## src/rtl/matop_sequencer_pkg.sv

```systemverilog
// ---------------------------------------------------------------------------
// matop_pkg
// Shared types and constants for the 2x2 matrix-operation sequencer.
//   - ELEM_W / RES_W : operand and result element widths
//   - op_e           : command opcodes (6 and 7 are illegal)
//   - state_e        : controller states
//   - STEPS_*        : COMPUTE cycles per opcode, plus op_steps()
//   - IDX_*, elem_lsb: element indices and packing offsets for the
//                      {x11,x12,x21,x22} bus layout
// Configuration macro: MATOP_DET_EN (enables the determinant opcode).
// ---------------------------------------------------------------------------
package matop_pkg;

  localparam int ELEM_W = 2;
  localparam int RES_W  = 2 * ELEM_W + 2;

  typedef enum logic [2:0] {
    OP_ADD   = 3'd0,
    OP_SUB   = 3'd1,
    OP_MUL   = 3'd2,
    OP_SCALE = 3'd3,
    OP_TRANS = 3'd4,
    OP_DET   = 3'd5,
    OP_RSV6  = 3'd6,
    OP_RSV7  = 3'd7
  } op_e;

  typedef enum logic [1:0] {
    ST_IDLE    = 2'd0,
    ST_COMPUTE = 2'd1,
    ST_DONE    = 2'd2
  } state_e;

  localparam logic [3:0] STEPS_ADD     = 4'd1;
  localparam logic [3:0] STEPS_SUB     = 4'd1;
  localparam logic [3:0] STEPS_MUL     = 4'd8;
  localparam logic [3:0] STEPS_SCALE   = 4'd4;
  localparam logic [3:0] STEPS_TRANS   = 4'd1;
  localparam logic [3:0] STEPS_DET     = 4'd2;
  localparam logic [3:0] STEPS_ILLEGAL = 4'd1;

  // Element indices in the packed {x11,x12,x21,x22} order.
  localparam logic [1:0] IDX_11 = 2'd0;
  localparam logic [1:0] IDX_12 = 2'd1;
  localparam logic [1:0] IDX_21 = 2'd2;
  localparam logic [1:0] IDX_22 = 2'd3;

  // Number of COMPUTE cycles for an opcode. Without the determinant
  // feature, op 5 is just another illegal opcode.
  function automatic logic [3:0] op_steps(op_e op);
    case (op)
      OP_ADD:   return STEPS_ADD;
      OP_SUB:   return STEPS_SUB;
      OP_MUL:   return STEPS_MUL;
      OP_SCALE: return STEPS_SCALE;
      OP_TRANS: return STEPS_TRANS;
`ifdef MATOP_DET_EN
      OP_DET:   return STEPS_DET;
`endif
      default:  return STEPS_ILLEGAL;
    endcase
  endfunction

  // LSB position of element idx (0 = x11) in a bus of four w-bit elements;
  // x11 sits in the most significant slot.
  function automatic int elem_lsb(int idx, int w);
    return (3 - idx) * w;
  endfunction

endpackage

```

## src/rtl/matop_sequencer_mul2x2.sv

```systemverilog
// ---------------------------------------------------------------------------
// mul2x2
// Combinational unsigned W x W multiplier, the single multiplier shared by
// every partial product of the sequencer.
// Ports:
//   a, b : unsigned operands, W bits each
//   p    : unsigned product, 2*W bits
// ---------------------------------------------------------------------------
module mul2x2 #(
  parameter int W = 2
) (
  input  logic [W-1:0]   a,
  input  logic [W-1:0]   b,
  output logic [2*W-1:0] p
);

  assign p = {{W{1'b0}}, a} * {{W{1'b0}}, b};

endmodule

```

## src/rtl/matop_sequencer.sv

```systemverilog
// ---------------------------------------------------------------------------
// matop_sequencer
// Command-driven controller for 2x2 matrix operations (add, subtract,
// multiply, scalar multiply, transpose, determinant). All partial products
// go through one shared mul2x2 instance, one product per COMPUTE cycle.
// Ports:
//   clk, rst    : rising-edge clock, asynchronous active-high reset
//   cmd_valid   : command present          cmd_ready : accepting (IDLE only)
//   cmd_op      : opcode (op_e)            cmd_a/b   : packed {x11,x12,x21,x22}
//   res_valid   : result held (DONE)       res_ready : consumer accepts
//   res_data    : packed {c11,c12,c21,c22}, RES_W-bit two's complement each
//   res_err     : result is for an illegal / compiled-out opcode
//   busy        : COMPUTE or DONE
// Configuration macro: MATOP_DET_EN -- when undefined, op 5 (DET) is illegal
// and the determinant operand routing and subtractor are not built.
// ---------------------------------------------------------------------------
module matop_sequencer
  import matop_pkg::*;
(
  input  logic                  clk,
  input  logic                  rst,
  input  logic                  cmd_valid,
  output logic                  cmd_ready,
  input  logic [2:0]            cmd_op,
  input  logic [4*ELEM_W-1:0]   cmd_a,
  input  logic [4*ELEM_W-1:0]   cmd_b,
  output logic                  res_valid,
  input  logic                  res_ready,
  output logic [4*RES_W-1:0]    res_data,
  output logic                  res_err,
  output logic                  busy
);

  typedef logic        [ELEM_W-1:0] elem_t;
  typedef logic signed [RES_W-1:0]  res_t;

  function automatic res_t zext(elem_t x);
    return res_t'({{(RES_W - ELEM_W){1'b0}}, x});
  endfunction

  state_e              state_q, state_d;
  op_e                 op_q;
  elem_t               a_q   [4];
  elem_t               b_q   [4];
  res_t                acc_q [4];
  logic                err_q;
  logic [2:0]          step_q;

  logic                accept;
  logic                last_step;
  logic [1:0]          x_sel, y_sel, dst_sel;
  logic                y_from_a;
`ifdef MATOP_DET_EN
  logic                sub_en;
`endif
  elem_t               mul_x, mul_y;
  logic [2*ELEM_W-1:0] prod;
  res_t                prod_ext;
  res_t                acc_upd;

  assign accept    = cmd_valid && (state_q == ST_IDLE);
  assign last_step = ({1'b0, step_q} + 4'd1) == op_steps(op_q);

  // ---------------------------------------------------------------- FSM
  // NOTE: state is updated with non-blocking assignments so every flop
  // samples pre-edge values regardless of block evaluation order.
  always_ff @(posedge clk or posedge rst) begin
    if (rst) state_q <= ST_IDLE;
    else     state_q <= state_d;
  end

  // NOTE: every output of a combinational block gets a default first, so no
  // path through the case leaves a signal unassigned and infers a latch.
  always_comb begin
    state_d = state_q;
    case (state_q)
      ST_IDLE:    if (cmd_valid) state_d = ST_COMPUTE;
      ST_COMPUTE: if (last_step) state_d = ST_DONE;
      ST_DONE:    if (res_ready) state_d = ST_IDLE;
      default:    state_d = ST_IDLE;
    endcase
  end

  // ------------------------------------------------- multiplier routing
  // MUL step s: element e = s[2:1] (row s[2], column s[1]) and term t = s[0],
  // so the product is a[row][t] * b[t][col].
  always_comb begin
    x_sel    = IDX_11;
    y_sel    = IDX_11;
    dst_sel  = IDX_11;
    y_from_a = 1'b0;
`ifdef MATOP_DET_EN
    sub_en   = 1'b0;
`endif
    case (op_q)
      OP_MUL: begin
        dst_sel = step_q[2:1];
        x_sel   = {step_q[2], step_q[0]};
        y_sel   = {step_q[0], step_q[1]};
      end
      OP_SCALE: begin
        dst_sel = step_q[1:0];
        x_sel   = step_q[1:0];
        y_sel   = IDX_11;
      end
`ifdef MATOP_DET_EN
      // Step 0 loads a11*a22 into c11, step 1 subtracts a12*a21.
      OP_DET: begin
        dst_sel  = IDX_11;
        x_sel    = step_q[0] ? IDX_12 : IDX_11;
        y_sel    = step_q[0] ? IDX_21 : IDX_22;
        y_from_a = 1'b1;
        sub_en   = step_q[0];
      end
`endif
      default: ;
    endcase
  end

  assign mul_x = a_q[x_sel];
  assign mul_y = y_from_a ? a_q[y_sel] : b_q[y_sel];

  mul2x2 #(.W(ELEM_W)) u_mul (
    .a (mul_x),
    .b (mul_y),
    .p (prod)
  );

  assign prod_ext = res_t'({{(RES_W - 2*ELEM_W){1'b0}}, prod});

  // Accumulators are cleared on accept, so SCALE and DET step 0 can share
  // the MUL accumulate path instead of needing a separate load.
`ifdef MATOP_DET_EN
  assign acc_upd = sub_en ? acc_q[dst_sel] - prod_ext
                          : acc_q[dst_sel] + prod_ext;
`else
  assign acc_upd = acc_q[dst_sel] + prod_ext;
`endif

  // ------------------------------------------------------------ datapath
  // NOTE: the accumulator array is reset along with the rest because it
  // drives res_data directly and must read as zero straight out of reset.
  always_ff @(posedge clk or posedge rst) begin
    if (rst) begin
      op_q   <= OP_ADD;
      step_q <= '0;
      err_q  <= 1'b0;
      for (int i = 0; i < 4; i++) begin
        a_q[i]   <= '0;
        b_q[i]   <= '0;
        acc_q[i] <= '0;
      end
    end else if (accept) begin
      op_q   <= op_e'(cmd_op);
      step_q <= '0;
      err_q  <= 1'b0;
      for (int i = 0; i < 4; i++) begin
        a_q[i]   <= cmd_a[elem_lsb(i, ELEM_W) +: ELEM_W];
        b_q[i]   <= cmd_b[elem_lsb(i, ELEM_W) +: ELEM_W];
        acc_q[i] <= '0;
      end
    end else if (state_q == ST_COMPUTE) begin
      step_q <= step_q + 3'd1;
      case (op_q)
        OP_ADD:
          for (int i = 0; i < 4; i++) acc_q[i] <= zext(a_q[i]) + zext(b_q[i]);
        OP_SUB:
          for (int i = 0; i < 4; i++) acc_q[i] <= zext(a_q[i]) - zext(b_q[i]);
        OP_TRANS: begin
          acc_q[IDX_11] <= zext(a_q[IDX_11]);
          acc_q[IDX_12] <= zext(a_q[IDX_21]);
          acc_q[IDX_21] <= zext(a_q[IDX_12]);
          acc_q[IDX_22] <= zext(a_q[IDX_22]);
        end
        OP_MUL:   acc_q[dst_sel] <= acc_upd;
        OP_SCALE: acc_q[dst_sel] <= acc_upd;
`ifdef MATOP_DET_EN
        OP_DET:   acc_q[dst_sel] <= acc_upd;
`endif
        // Illegal opcodes leave the cleared accumulators at zero.
        default:  err_q <= 1'b1;
      endcase
    end
  end

  // ------------------------------------------------------------- outputs
  always_comb begin
    res_data = '0;
    for (int i = 0; i < 4; i++) res_data[elem_lsb(i, RES_W) +: RES_W] = acc_q[i];
  end

  assign cmd_ready = (state_q == ST_IDLE);
  assign busy      = (state_q != ST_IDLE);
  assign res_valid = (state_q == ST_DONE);
  assign res_err   = err_q;

endmodule
```

## config.mk

```make
export PLATFORM = sky130hd
export DESIGN_NAME = matop_sequencer
export DESIGN_NICKNAME = d
export VERILOG_FILES = /design/src/rtl/matop_sequencer_pkg.sv /design/src/rtl/matop_sequencer_mul2x2.sv /design/src/rtl/matop_sequencer.sv
export SDC_FILE = /design/constraint.sdc
export NUM_CORES = 1
export LEC_CHECK = 0
export BUFFER_PORTS_ARGS = -buffer_cell sky130_fd_sc_hd__buf_2
export CORE_UTILIZATION = 43
export CTS_CLUSTER_SIZE = 28
export DETAILED_ROUTE_END_ITERATION = 8
export GPL_ROUTABILITY_DRIVEN = 1
export GPL_TIMING_DRIVEN = 0
export PLACE_DENSITY_LB_ADDON = 0.2
export SYNTH_ARGS = -nofsm -noshare
export SYNTH_HDL_FRONTEND = slang
export SYNTH_SLANG_ARGS = --single-unit
```

## constraint.sdc

```tcl
create_clock -name clk -period 6.6 [get_ports clk]
set_input_delay 0.33 -clock clk [delete_from_list [all_inputs] [get_ports clk]]
set_output_delay 0.33 -clock clk [all_outputs]
set_load 0.005 [all_outputs]
```

# --- Yosys cells after proc, flatten, opt, wreduce, memory -nomap -nowiden ---
# Cells that the tools add are included.
word_totals:
  output_inout_bits: 28
  ff_bits: 49
classes:
  n_eq_ne: 11
  bitwise_logic: 3
  reduce_logical: 12
  mux: 28
  magnitude_cmp: 4
  n_mul: 1
  add_sub_neg: 11
ops:
  columns: ["operator", "n"]
  rows:
  - ["$pmux W24 S4", 1]
  - ["$mux W24", 2]
  - ["$bwmux W24", 1]
  - ["$mux W6", 3]
  - ["$mux W2", 8]
  - ["$add A2 B2 Y3", 4]
  - ["$bmux W6 S2", 1]
  - ["$demux W6 S2", 1]
  - ["$sub A2 B2 Y3", 4]
  - ["$ge A3 B3 Y1 const B", 3]
  - ["$not A2 Y3", 3]
  - ["$bmux W2 S2", 2]
  - ["$pmux W2 S2", 2]
  - ["$pmux W4 S2", 1]
  - ["$add A6 B5 Y6", 1]
  - ["$eq A3 B2 Y1 const B", 2]
  - ["$mux W3", 2]
  - ["$pmux W2 S3", 1]
  - ["$reduce_bool A5 Y1", 1]
  - ["$reduce_or A5 Y1", 1]
  - ["$add A3 B1 Y4 const B", 1]
  - ["$eq A4 B4 Y1", 1]
  - ["$mul A2 B2 Y4", 1]
  - ["$ne A2 B1 Y1 const B", 2]
  - ["15 further kinds", 21]

# --- Depth between registers and ports, before layout ---
# Gate-level depths: netlist (run 1).
depth:
  depth_word: 12
  mapped_depth: 16

# --- By module ---
# From an unflattened synthesis (run 1), not the netlist that was laid out.
hier_totals:
  cells_unflattened: 384
  area_unflattened_um2: 3599.7
modules_own_cells:
  columns: ["module", "instances", "cells_each", "area_per_inst_um2"]
  rows:
  - ["matop_sequencer", 1, 378, 3549.7]
  - ["mul2x2", 1, 6, 50.0]

# --- Worst setup path after synthesis (run 1) ---
# No wires, ideal clock.
synth_timing:
  path_type: "reg-to-reg"
  from: "register op_q[1]"
  to: "register acc_q (netlist bit res_data[9])"
  arrival_time_ns: 3.063
  path_slack_ns: 3.410
  n_path_buf: 1
  synth_period_minus_slack_ns: 3.190
  stages_incl_launch_ff: 16
  path_cell_list: "dfrtp_1 and2b_1 buf_4 nand3_1 mux2_2 nand2_1 o221ai_1 nor2b_1 ha_1 ha_1 ha_1 a21oi_1 xnor2_1 nor2_1 a311oi_1 o21ai_0"
synth_between:
  elab_chain_cells: 12
  word_cells_on_any_way: 34
  classes_between: "add/sub: 1; mul: 1; order compare: 2; eq/ne: 4; mux: 18; bitwise: 3; reduce/logical: 5"
synth_rtl:
  columns: ["element", "line_no", "rtl"]
  rows:
  - ["start: declaration", "matop_sequencer.sv:42", "op_e op_q;"]
  - ["start signal: assignment", "matop_sequencer.sv:154", "op_q <= op_e'(cmd_op);"]
  - ["$eq A3 B2 Y1", "matop_sequencer.sv:95, matop_sequencer.sv:164", null]
  - ["$pmux W2 S2 / $mux W2 (equally long branches)", "matop_sequencer.sv:95", "case (op_q)"]
  - ["$not A2 Y3 (on tied branches)", "matop_sequencer.sv:120, matop_sequencer.sv:121", null]
  - ["$bmux W2 S2 (on tied branches)", "matop_sequencer.sv:120, matop_sequencer.sv:121", null]
  - ["$mux W2 (on tied branches) (2 in a row)", "matop_sequencer.sv:120, matop_sequencer.sv:121", null]
  - ["$mul A2 B2 Y4", "matop_sequencer_mul2x2.sv:17", "assign p = {{W{1'b0}}, a} * {{W{1'b0}}, b};"]
  - ["$add A6 B5 Y6", "matop_sequencer.sv:137", "assign acc_upd = acc_q[dst_sel] + prod_ext;"]
  - ["$bwmux W24", "matop_sequencer.sv:175, matop_sequencer.sv:176", null]
  - ["$pmux W24 S4", "matop_sequencer.sv:164", "case (op_q)"]
  - ["$mux W24", "matop_sequencer.sv:162", "end else if (state_q == ST_COMPUTE) begin"]
  - ["$mux W24", "matop_sequencer.sv:153", "end else if (accept) begin"]
  - ["end signal: indexed assignment", "matop_sequencer.sv:170", "acc_q[IDX_11] <= zext(a_q[IDX_11]);"]
  - ["end signal: indexed assignment", "matop_sequencer.sv:175", "OP_MUL: acc_q[dst_sel] <= acc_upd;"]
  - ["end signal: indexed assignment", "matop_sequencer.sv:176", "OP_SCALE: acc_q[dst_sel] <= acc_upd;"]
  - ["end: declaration", "matop_sequencer.sv:45", "res_t acc_q [4];"]
# Several ways; a longest one is shown, not always the timed one. The select of a mux whose other input is x is not followed.
# A chain may end at the register's enable or synchronous reset.

# --- Worst setup path in the final report (run 1) ---
layout_timing:
  from: "register op_q[1]"
  to: "register acc_q (netlist bit res_data[16])"
# Same word-level chain as after synthesis.

==> results of run 1 <==
-- final cells by class --
type	count	area, um2
well taps	105	131.4
clock inverters	3	26.28
repair buffers	51	270.3
fillers	766	4070
flip-flops and latches	49	1226
multi-input cells	314	2210
clock buffers	5	68.82
inverters	23	86.33
plain buffers	21	127.6
-- how the worst min path moves through the flow --
stage,start,endpoint,cells past startpoint
detailed placement,rst,state_q[0],2
global route,rst,res_data[22],2
finish,rst,state_q[1],2
floorplan,cmd_a[0],a_q[0],1
CTS,rst,state_q[0],2
global placement,res_err,res_err,2
-- power by group through the flow --
stage          logic (W)  clock network [W]  registers, W
2_1_floorplan    0.00119                  0      0.000575
3_3_place_gp     0.00158                  0      0.000618
3_5_place_dp     0.00161                  0      0.000622
4_1_cts          0.00161           0.000196      0.000616
5_1_grt          0.00182           0.000212      0.000644
6_report         0.00164           0.000192      0.000618
-- cell usage after synthesis (6+ instances only) --
cell type	instances
a21oi_1	18
a22o_1	10
buf_2	6
clkbuf_1	9
dfrtp_1	49
fa_1	9
ha_1	15
inv_1	22
mux2_2	24
mux2i_1	7
nand2_1	60
nand3_1	14
nor2_1	27
nor2b_1	7
o21ai_0	34
o21ai_1	6
xnor2_1	6
-- layer usage --
metal	up-vias	part of all wire (%)	global-route usage, %
met5	-	0	0
li1	1563	-	-
met1	1556	46	33.66
met4	0	3.0	10.51
met2	166	44	38.20
met3	28	6.2	3.155
-- critical path, delay by kind of cell, from the launching register on --
kind            cells  cell delay (ns)
compound gates      5             0.64
xor+xnor            1             0.34
fa+ha+maj           2             0.80
buf+inv             3             0.29
flops               1             0.46
mux                 1             0.36
simple gates        4             0.62
-- sequential cells by signal (all words and copies together), names as in the netlist --
register  cells
res_data     24
a_q           8
b_q           8
op_q          3
step_q        3
state_q       2
res_err       1
-- per-stage QoR --
step | power (W) | area, um2
floorplan | 0.001762 | 3650
global placement | 0.002196 | 4031
detailed placement | 0.002234 | 4051
CTS | 0.002427 | 4146
global route | 0.002676 | 4146
finish | 0.002450 | 4146
-- kinds of logic after synthesis --
| logic type | count (synthesis) | synth area share [%] |
|---|---|---|
| AND/OR/NAND/NOR | 134 | 17.07 |
| AO/OA/AOI/OAI | 115 | 21.08 |
| flip-flops | 49 | 33.60 |
| buffers and inverters | 44 | 5.862 |
| multiplexers | 35 | 10.87 |
| adder cells (fa/ha/maj) | 24 | 10.08 |
| XOR/XNOR | 6 | 1.440 |
-- cells in the final DEF (no fill, tap or decap), types with 3 or more instances in the layout --
| cell type | n |
|---|---|
| nor3b_1 | 3 |
| a31oi_1 | 4 |
| o21ai_2 | 3 |
| a211oi_1 | 3 |
| mux2_2 | 24 |
| nand3_1 | 14 |
| dfrtp_1 | 49 |
| and3b_1 | 3 |
| a221oi_1 | 3 |
| nor2b_1 | 7 |
| ha_1 | 15 |
| nor3_1 | 5 |
| nor2_1 | 27 |
| fa_1 | 9 |
| o211ai_1 | 5 |
| a21oi_1 | 18 |
| clkbuf_8 | 5 |
| clkbuf_1 | 9 |
| o21a_1 | 3 |
| buf_6 | 5 |
| and3_1 | 4 |
| xnor2_1 | 6 |
| a21o_1 | 5 |
| o21ai_0 | 34 |
| inv_1 | 21 |
| mux2_4 | 3 |
| a221o_1 | 3 |
| a22o_1 | 10 |
| mux2i_1 | 7 |
| buf_2 | 56 |
| o21ai_1 | 6 |
| o22ai_1 | 4 |
| nand2_1 | 60 |
==> summary.txt, run 1 <==
Clocking
  • CTS-repair resized insts: 0
  • H-tree levels: 2
  • Clock sinks: 49
  • Post-CTS Setup Repair Bufs: 0
  • Clock slew seen by the registers of the worst setup and hold paths: 0.10 ns
  • Hold-fix buffers, CTS: 0
  • Root Buffer: clkbuf_8
  • Clock Latency Late Sink: 0.31 ns
  • CTS tree: done
  • CTS Buffer Depth: 2
  • Num CTS Buffers: 5

Timing
  • Max Fclk: 277.1 MHz
  • Setup TNS: 0 ns
  • Final worst slack: 2.991 ns
  • Final setup vio count: 0
  • Fin crit share: 54.69%
  • Pin slew with the least headroom to its limit: 0.6762 ns
  • Worst slew margin: 54.75%
  • Unrepaired setup endpoints after global routing: false
  • Final Hold Viols: 0
  • Final setup skew: 0.006125 ns
  • Final Hold Slack: 0.03225 ns
  • Fin. max-slew vios: 0
  • Minimum clock period: 3.609 ns

Critical path
  • CP startpoint kind: flip-flop
  • R2r endpoint: res_data[16]
  • CP Max Fanout: 7
  • Setup CP Type: reg -> reg
  • Critical Path Max Stage Delay: 0.47 ns
  • Critical Path End Type: flip-flop
  • Crit path cell chain: and2b_1 -> buf_4 -> nand3_1 -> mux2_2 -> nand2_1 -> o221ai_1 -> nor2b_1 -> ha_1 -> inv_1 -> fa_1 -> inv_1 -> a21o_1 -> a21oi_1 -> xnor2_1 -> o21ai_0 -> o21ai_1
  • Critical path arrival: 3.85 ns
  • CP endpoint: res_data[16]
  • R2R depth: 16
  • CP Data Required Time: 6.84 ns
  • R2R Setup Slk: 2.99 ns
  • Slowest cell on the critical path: fa_1
  • Critical path startpoint: op_q[1]
  • Most frequent CP cell: inv_1
  • FF-to-FF Start: op_q[1]

Layout
  • P&R area growth vs syn: 13.61%
  • Non-Filler Instances: 571
  • Fin util: 50.46%
  • ANT cells: 0
  • Layout cells sized above 1: 23.39%
  • Fin nets: 512

Routing
  • Drt initial violations: 287
  • Remaining DRCs: 0
  • Via density: 5.802
  • Drt total wl: 9994 um
  • Initial DRT Pass Iterations: 5
  • Final ANT Viol Nets: 0
  • Via Count: 3313
  • Routed len/inst: 17.50 um

Die
  • Die X: 94.13 um
  • Num rows: 33
  • Height of the die: 94.13 um
  • Die area: 8860 um2
  • Initial Util: 44.42%
  • CORE AREA: 8217 um2
  • Ports: 51

Place
  • GPL Wtd Cong: 0.9645
  • PortBufs: 50
  • Placed Cells: 563
  • Dpl ws: 3.058 ns
  • Final HPWL DP: 7826 um

Power
  • Reg power frac: 25.2%
  • Power Density: 590.8 nW/um2
  • Maximum vdd ir drop: 0.2104 mV
  • Gate power share: 66.9%
  • Clock Power Share: 7.8%
  • Psw: 0.001226 W
  • Sw frac: 50.04%
  • Leak: 1.992 nW
  • P_int: 0.001224 W

Synth
  • Synth Register Bits: 49
  • Syn Nets: 454
  • Syn_area_per_cell: 8.967 um2
  • Mapped Area: 3650 um2
  • Netlist cell types: 56
  • Synth Flop Type: dfrtp_1
  • Post-synth EDFFs: 0
  • Yosys top cell area share: 33.60%
  • Cells after Synth: 407
  • Seq/Total Area, Yosys: 33.60%
  • Top cell type by total area after synthesis: dfrtp_1
  • Yosys warning count: 0
  • Post-synth ARST share: 100.0%
  • Top post-synthesis cells by area: dfrtp_1 (34%), mux2_2 (7.4%), nand2_1 (6.2%), ha_1 (5.1%), fa_1 (4.9%)

GRT
  • GRT Total Usage: 24.40%
  • First-pass GRT wire length: 16330 um
  • Grt total ovfl: 0
  • Initial antenna violation count: 0
  • Largest net degree at the start of global routing: 28
  • Vias in the first global route: 3132

Hold path
  • Min-Delay Path Class: in -> async

Run status
  • Run status: complete, no violations

Run
  • Max Cap Violations: 0
Power figures use the tool's default switching activity.
==> inputs of run 2 (changes only) <==
ABC_AREA = 1   (was unset)
clock period = 3.15 ns   (was 6.6 ns; I/O delays follow)
==> run 2 against run 1 <==
Worst setup slack lost 2.9 ns; cell count grew 15%; maximum frequency grew 17%; combinational power grew 110%; worst hold slack lost 0.015 ns; count of clock-buffer cells in the layout is the same; first-iteration DRC count shrank 2.4%; synthesized area shrank 5.8%; via count grew 8.0%; clock skew is essentially flat; core utilization grew 8.1 points; register-to-register slack lost 2.9 ns; critical path type unchanged.
==> summary.txt, run 2 <==
Place
  • PortBufs: 50 (unchanged)
  • Final HPWL DP: 7478 um (was 7826 um)
  • GPL Wtd Cong: 0.9010 (was 0.9645)
  • Placed Cells: 616 (was 563)

Critical path
  • Setup CP Type: reg -> reg (unchanged)
  • Crit path cell chain: inv_4 -> buf_6 -> nand4_4 -> inv_2 -> nand2_2 -> a32o_2 -> nor2_2 -> ha_2 -> ha_4 -> ha_4 -> nand3_4 -> nand3_4 -> nand2_2 -> nand2_2 -> nand3_2 -> nand2_4 -> nand3_1 -> nand2_1 -> nand2_1 -> nand2_1 -> nand2_1 (was and2b_1 -> buf_4 -> nand3_1 -> mux2_2 -> nand2_1 -> o221ai_1 -> nor2b_1 -> ha_1 -> inv_1 -> fa_1 -> inv_1 -> a21o_1 -> a21oi_1 -> xnor2_1 -> o21ai_0 -> o21ai_1)
  • CP Data Required Time: 3.36 ns (was 6.84 ns)
  • CP top delay family: simple AND/OR/NAND/NOR gates (was adder cells)
  • CP Max Fanout: 6 (was 7)
  • CP startpoint kind: flip-flop (unchanged)
  • Critical Path Max Stage Delay: 0.46 ns (was 0.47 ns)
  • Critical path arrival: 3.28 ns (was 3.85 ns)
  • Slowest cell on the critical path: dfrtp_2 (was fa_1)
  • Critical Path End Type: flip-flop (unchanged)
  • R2R depth: 21 (was 16)
  • R2r endpoint: res_data[11] (was res_data[16])
  • Most frequent CP cell: nand2_1 (was inv_1)
  • Crit path buffers/inverters: 3 (unchanged)
  • R2R Setup Slk: 0.07 ns (was 2.99 ns)
  • FF-to-FF Start: op_q[2] (was op_q[1])

Timing
  • Fin crit share: 97.63% (was 54.69%)
  • Final setup vio count: 0 (unchanged)
  • Max Fclk: 325.2 MHz (was 277.1 MHz)
  • Unrepaired setup endpoints after global routing: true (was false)
  • Minimum clock period: 3.075 ns (was 3.609 ns)
  • Final setup skew: 0.006590 ns (was 0.006125 ns)
  • Fin. max-slew vios: 0 (unchanged)
  • Final Hold Viols: 0 (unchanged)
  • Final Hold Slack: 0.01709 ns (was 0.03225 ns)
  • Pin slew with the least headroom to its limit: 0.5467 ns (was 0.6762 ns)
  • Worst slew margin: 63.55% (was 54.75%)

GRT
  • Initial antenna violation count: 0 (unchanged)
  • First-pass GRT wire length: 16420 um (was 16330 um)
  • Largest net degree at the start of global routing: 29 (was 28)
  • GRT Total Usage: 25.39% (was 24.40%)
  • Vias in the first global route: 3267 (was 3132)
  • Grt total ovfl: 0 (unchanged)

Synth
  • Synthesized-area fraction occupied by and/or/nand/nor cells: 27.26% (was 17.07%)
  • Area share of fa/ha/maj cells after synthesis: 10.70% (was 10.08%)
  • Yosys warning count: 0 (unchanged)
  • Top post-synthesis cells by area: dfrtp_1 (36%), nand2_1 (14%), inv_1 (6.4%), o21ai_0 (5.7%), ha_1 (5.5%) (was dfrtp_1 (34%), mux2_2 (7.4%), nand2_1 (6.2%), ha_1 (5.1%), fa_1 (4.9%))
  • Cells after Synth: 463 (was 407)
  • Synth Flop Type: dfrtp_1 (unchanged)
  • Compound-Gate Fraction of Synth Area: 16.56% (was 21.08%)
  • Mapped Area: 3438 um2 (was 3650 um2)
  • Post-Synth XOR/XNOR Area: 1.019% (was 1.440%)
  • Netlist cell types: 36 (was 56)
  • Top cell type by total area after synthesis: dfrtp_1 (unchanged)
  • Post-synthesis mux area share: 0% (was 10.87%)
  • Most frequent cell after synthesis: nand2_1 (unchanged)
  • Syn_area_per_cell: 7.426 um2 (was 8.967 um2)
  • Synth Register Bits: 49 (unchanged)
  • Yosys top cell area share: 35.66% (was 33.60%)
  • Syn Nets: 510 (was 454)
  • Post-synth ARST share: 100.0% (unchanged)
  • Largest family of logic cells by synthesized area: simple AND/OR/NAND/NOR gates (was compound AO/OA/AOI/OAI gates)
  • Post-synth EDFFs: 0 (unchanged)
  • Seq/Total Area, Yosys: 35.66% (was 33.60%)
  • Synth cell count leaders: nand2_1 (131), inv_1 (59), dfrtp_1 (49) (was nand2_1 (60), dfrtp_1 (49), o21ai_0 (34))

Layout
  • Sequential cell area: 1230 um2 (was 1226 um2)
  • Non-Filler Instances: 658 (was 571)
  • Commonest non-fill, non-tap cells in the layout: nand2_1 (123), inv_1 (54), buf_2 (53) (was nand2_1 (60), buf_2 (56), dfrtp_1 (49))
  • Fin util: 58.61% (was 50.46%)
  • ANT cells: 0 (unchanged)
  • Max reg flops: 24 (unchanged)
  • Layout cells sized above 1: 29.68% (was 23.39%)
  • Multi-input logic area: 2183 um2 (was 2210 um2)
  • P&R area growth vs syn: 31.73% (was 13.61%)
  • Commonest non-fill, non-tap cell in the layout: nand2_1 (unchanged)
  • Fill count: 708 (was 766)
  • Fin nets: 603 (was 512)

Routing
  • Remaining DRCs: 0 (unchanged)
  • Routed len/inst: 16.20 um (was 17.50 um)
  • Drt initial violations: 280 (was 287)
  • Via density: 5.438 (was 5.802)
  • Final ANT Viol Nets: 0 (unchanged)
  • Drt total wl: 10660 um (was 9994 um)
  • Initial DRT Pass Iterations: 5 (unchanged)
  • Via Count: 3578 (was 3313)

Hold path
  • Hold EP: state_q[1]
  • Min-Delay Path Class: in -> reg (was in -> async)
  • Hold Path Cell Cnt: 2
  • Min-delay src: res_ready

Power
  • P_int: 0.002454 W (was 0.001224 W)
  • Reg power frac: 23.2% (was 25.2%)
  • Psw: 0.002512 W (was 0.001226 W)
  • Clock Power Share: 8.9% (was 7.8%)
  • Power Density: 1096 nW/um2 (was 590.8 nW/um2)
  • Maximum vdd ir drop: 0.4071 mV (was 0.2104 mV)
  • Gate power share: 67.8% (was 66.9%)
  • Leak: 2.266 nW (was 1.992 nW)
  • Sw frac: 50.58% (was 50.04%)

Clocking
  • H-tree levels: 2 (unchanged)
  • Root Buffer: clkbuf_8 (unchanged)
  • Num CTS Buffers: 5 (unchanged)
  • Clock slew seen by the registers of the worst setup and hold paths: 0.09 ns (was 0.10 ns)
  • Clock sinks: 49 (unchanged)
  • CTS Buffer Depth: 2 (unchanged)
  • CTS tree: done (unchanged)
  • Clock Latency Late Sink: 0.31 ns (about the same)

Die
  • Initial Util: 44.49% (was 44.42%)
  • Height of the die: 91.42 um (was 94.13 um)
  • Num rows: 32 (was 33)
  • CORE AREA: 7727 um2 (was 8217 um2)
  • Die X: 91.42 um (was 94.13 um)
  • Ports: 51 (unchanged)
  • Die area: 8358 um2 (was 8860 um2)

Run status
  • Run status: complete, no violations (unchanged)

Run
  • Max Cap Violations: 0 (unchanged)
[run 2: metrics by stage]
stage	total power, W	worst slack, ns	area, um2	TNS (ns)
floorplan	0.002892	0.09873	3438	0
global placement	0.003615	-0.4517	3816	-6.883
detailed placement	0.003668	-0.5119	3836	-7.415
CTS	0.004361	-0.00006239	4133	-0.00006239
global route	0.005351	-0.1061	4529	-0.6253
finish	0.004965	0.07471	4529	0
[run 2: area by class of cell]
| class | instances | share of cell area [%] |
|---|---|---|
| Multi-Input combinational cell | 338 | 48.20 |
| Sequential cell | 49 | 27.15 |
| Timing Repair Buffer | 86 | 12.35 |
| Inverter | 64 | 5.773 |
| Tap cell | 102 | 2.818 |
| Clock buffer | 5 | 1.519 |
| Buffer | 12 | 1.409 |
| Clock inverter | 2 | 0.7735 |
[run 2: timing repair]
item,CTS,global route
gates resized for setup,26,49
endpoints found under the setup margin,20,20
buffers inserted,12,22
hold buffers,1,0
pin swaps,5,23
hold endpoints to repair,21,0
[run 2: cell families (layout without fill, tap and decap cells)]
| group | Yosys count | count (layout) |
|---|---|---|
| fa+ha+maj | 24 | 24 |
| compound gates | 98 | 98 |
| buf+inv | 76 | 169 |
| xor+xnor | 4 | 4 |
| simple gates | 212 | 212 |
| flops | 49 | 49 |
[run 2: per-layer routing]
layer | up-vias | GRT usage, % | wire [um]
met2 | 206 | 40.10 | 4908
li1 | 1697 | - | -
met3 | 46 | 3.769 | 731
met1 | 1629 | 34.63 | 4577
met5 | - | 0 | 0
met4 | 0 | 10.85 | 440
[run 2: power groups by stage]
stage | Sequential (W) | Combinational [W] | Clock [W]
detailed placement | 0.00116 | 0.00251 | 0
CTS | 0.00115 | 0.00276 | 0.000459
finish | 0.00115 | 0.00337 | 0.000444
global route | 0.00119 | 0.00368 | 0.000485
global placement | 0.00115 | 0.00247 | 0
floorplan | 0.00110 | 0.00180 | 0
[run 2: worst reg2reg max path: stages, from the launching register on]
cell and delay (ns):
dfrtp_2 0.46, inv_4 0.11, buf_6 0.11, nand4_4 0.16
inv_2 0.12, nand2_2 0.04, a32o_2 0.29, nor2_2 0.11
ha_2 0.19, ha_4 0.21, ha_4 0.31, nand3_4 0.08
nand3_4 0.08, nand2_2 0.06, nand2_2 0.09, nand3_2 0.12
nand2_4 0.12, nand3_1 0.09, nand2_1 0.08, nand2_1 0.05
nand2_1 0.06, nand2_1 0.06
[run 2: how the worst max path moves through the flow]
stage                  from  cells past startpoint            to
global placement    op_q[1]                     23  res_data[17]
CTS                 op_q[1]                     23  res_data[11]
detailed placement  op_q[1]                     23  res_data[17]
finish              op_q[2]                     21  res_data[11]
global route        op_q[2]                     22  res_data[23]
floorplan           op_q[1]                     19   res_data[9]
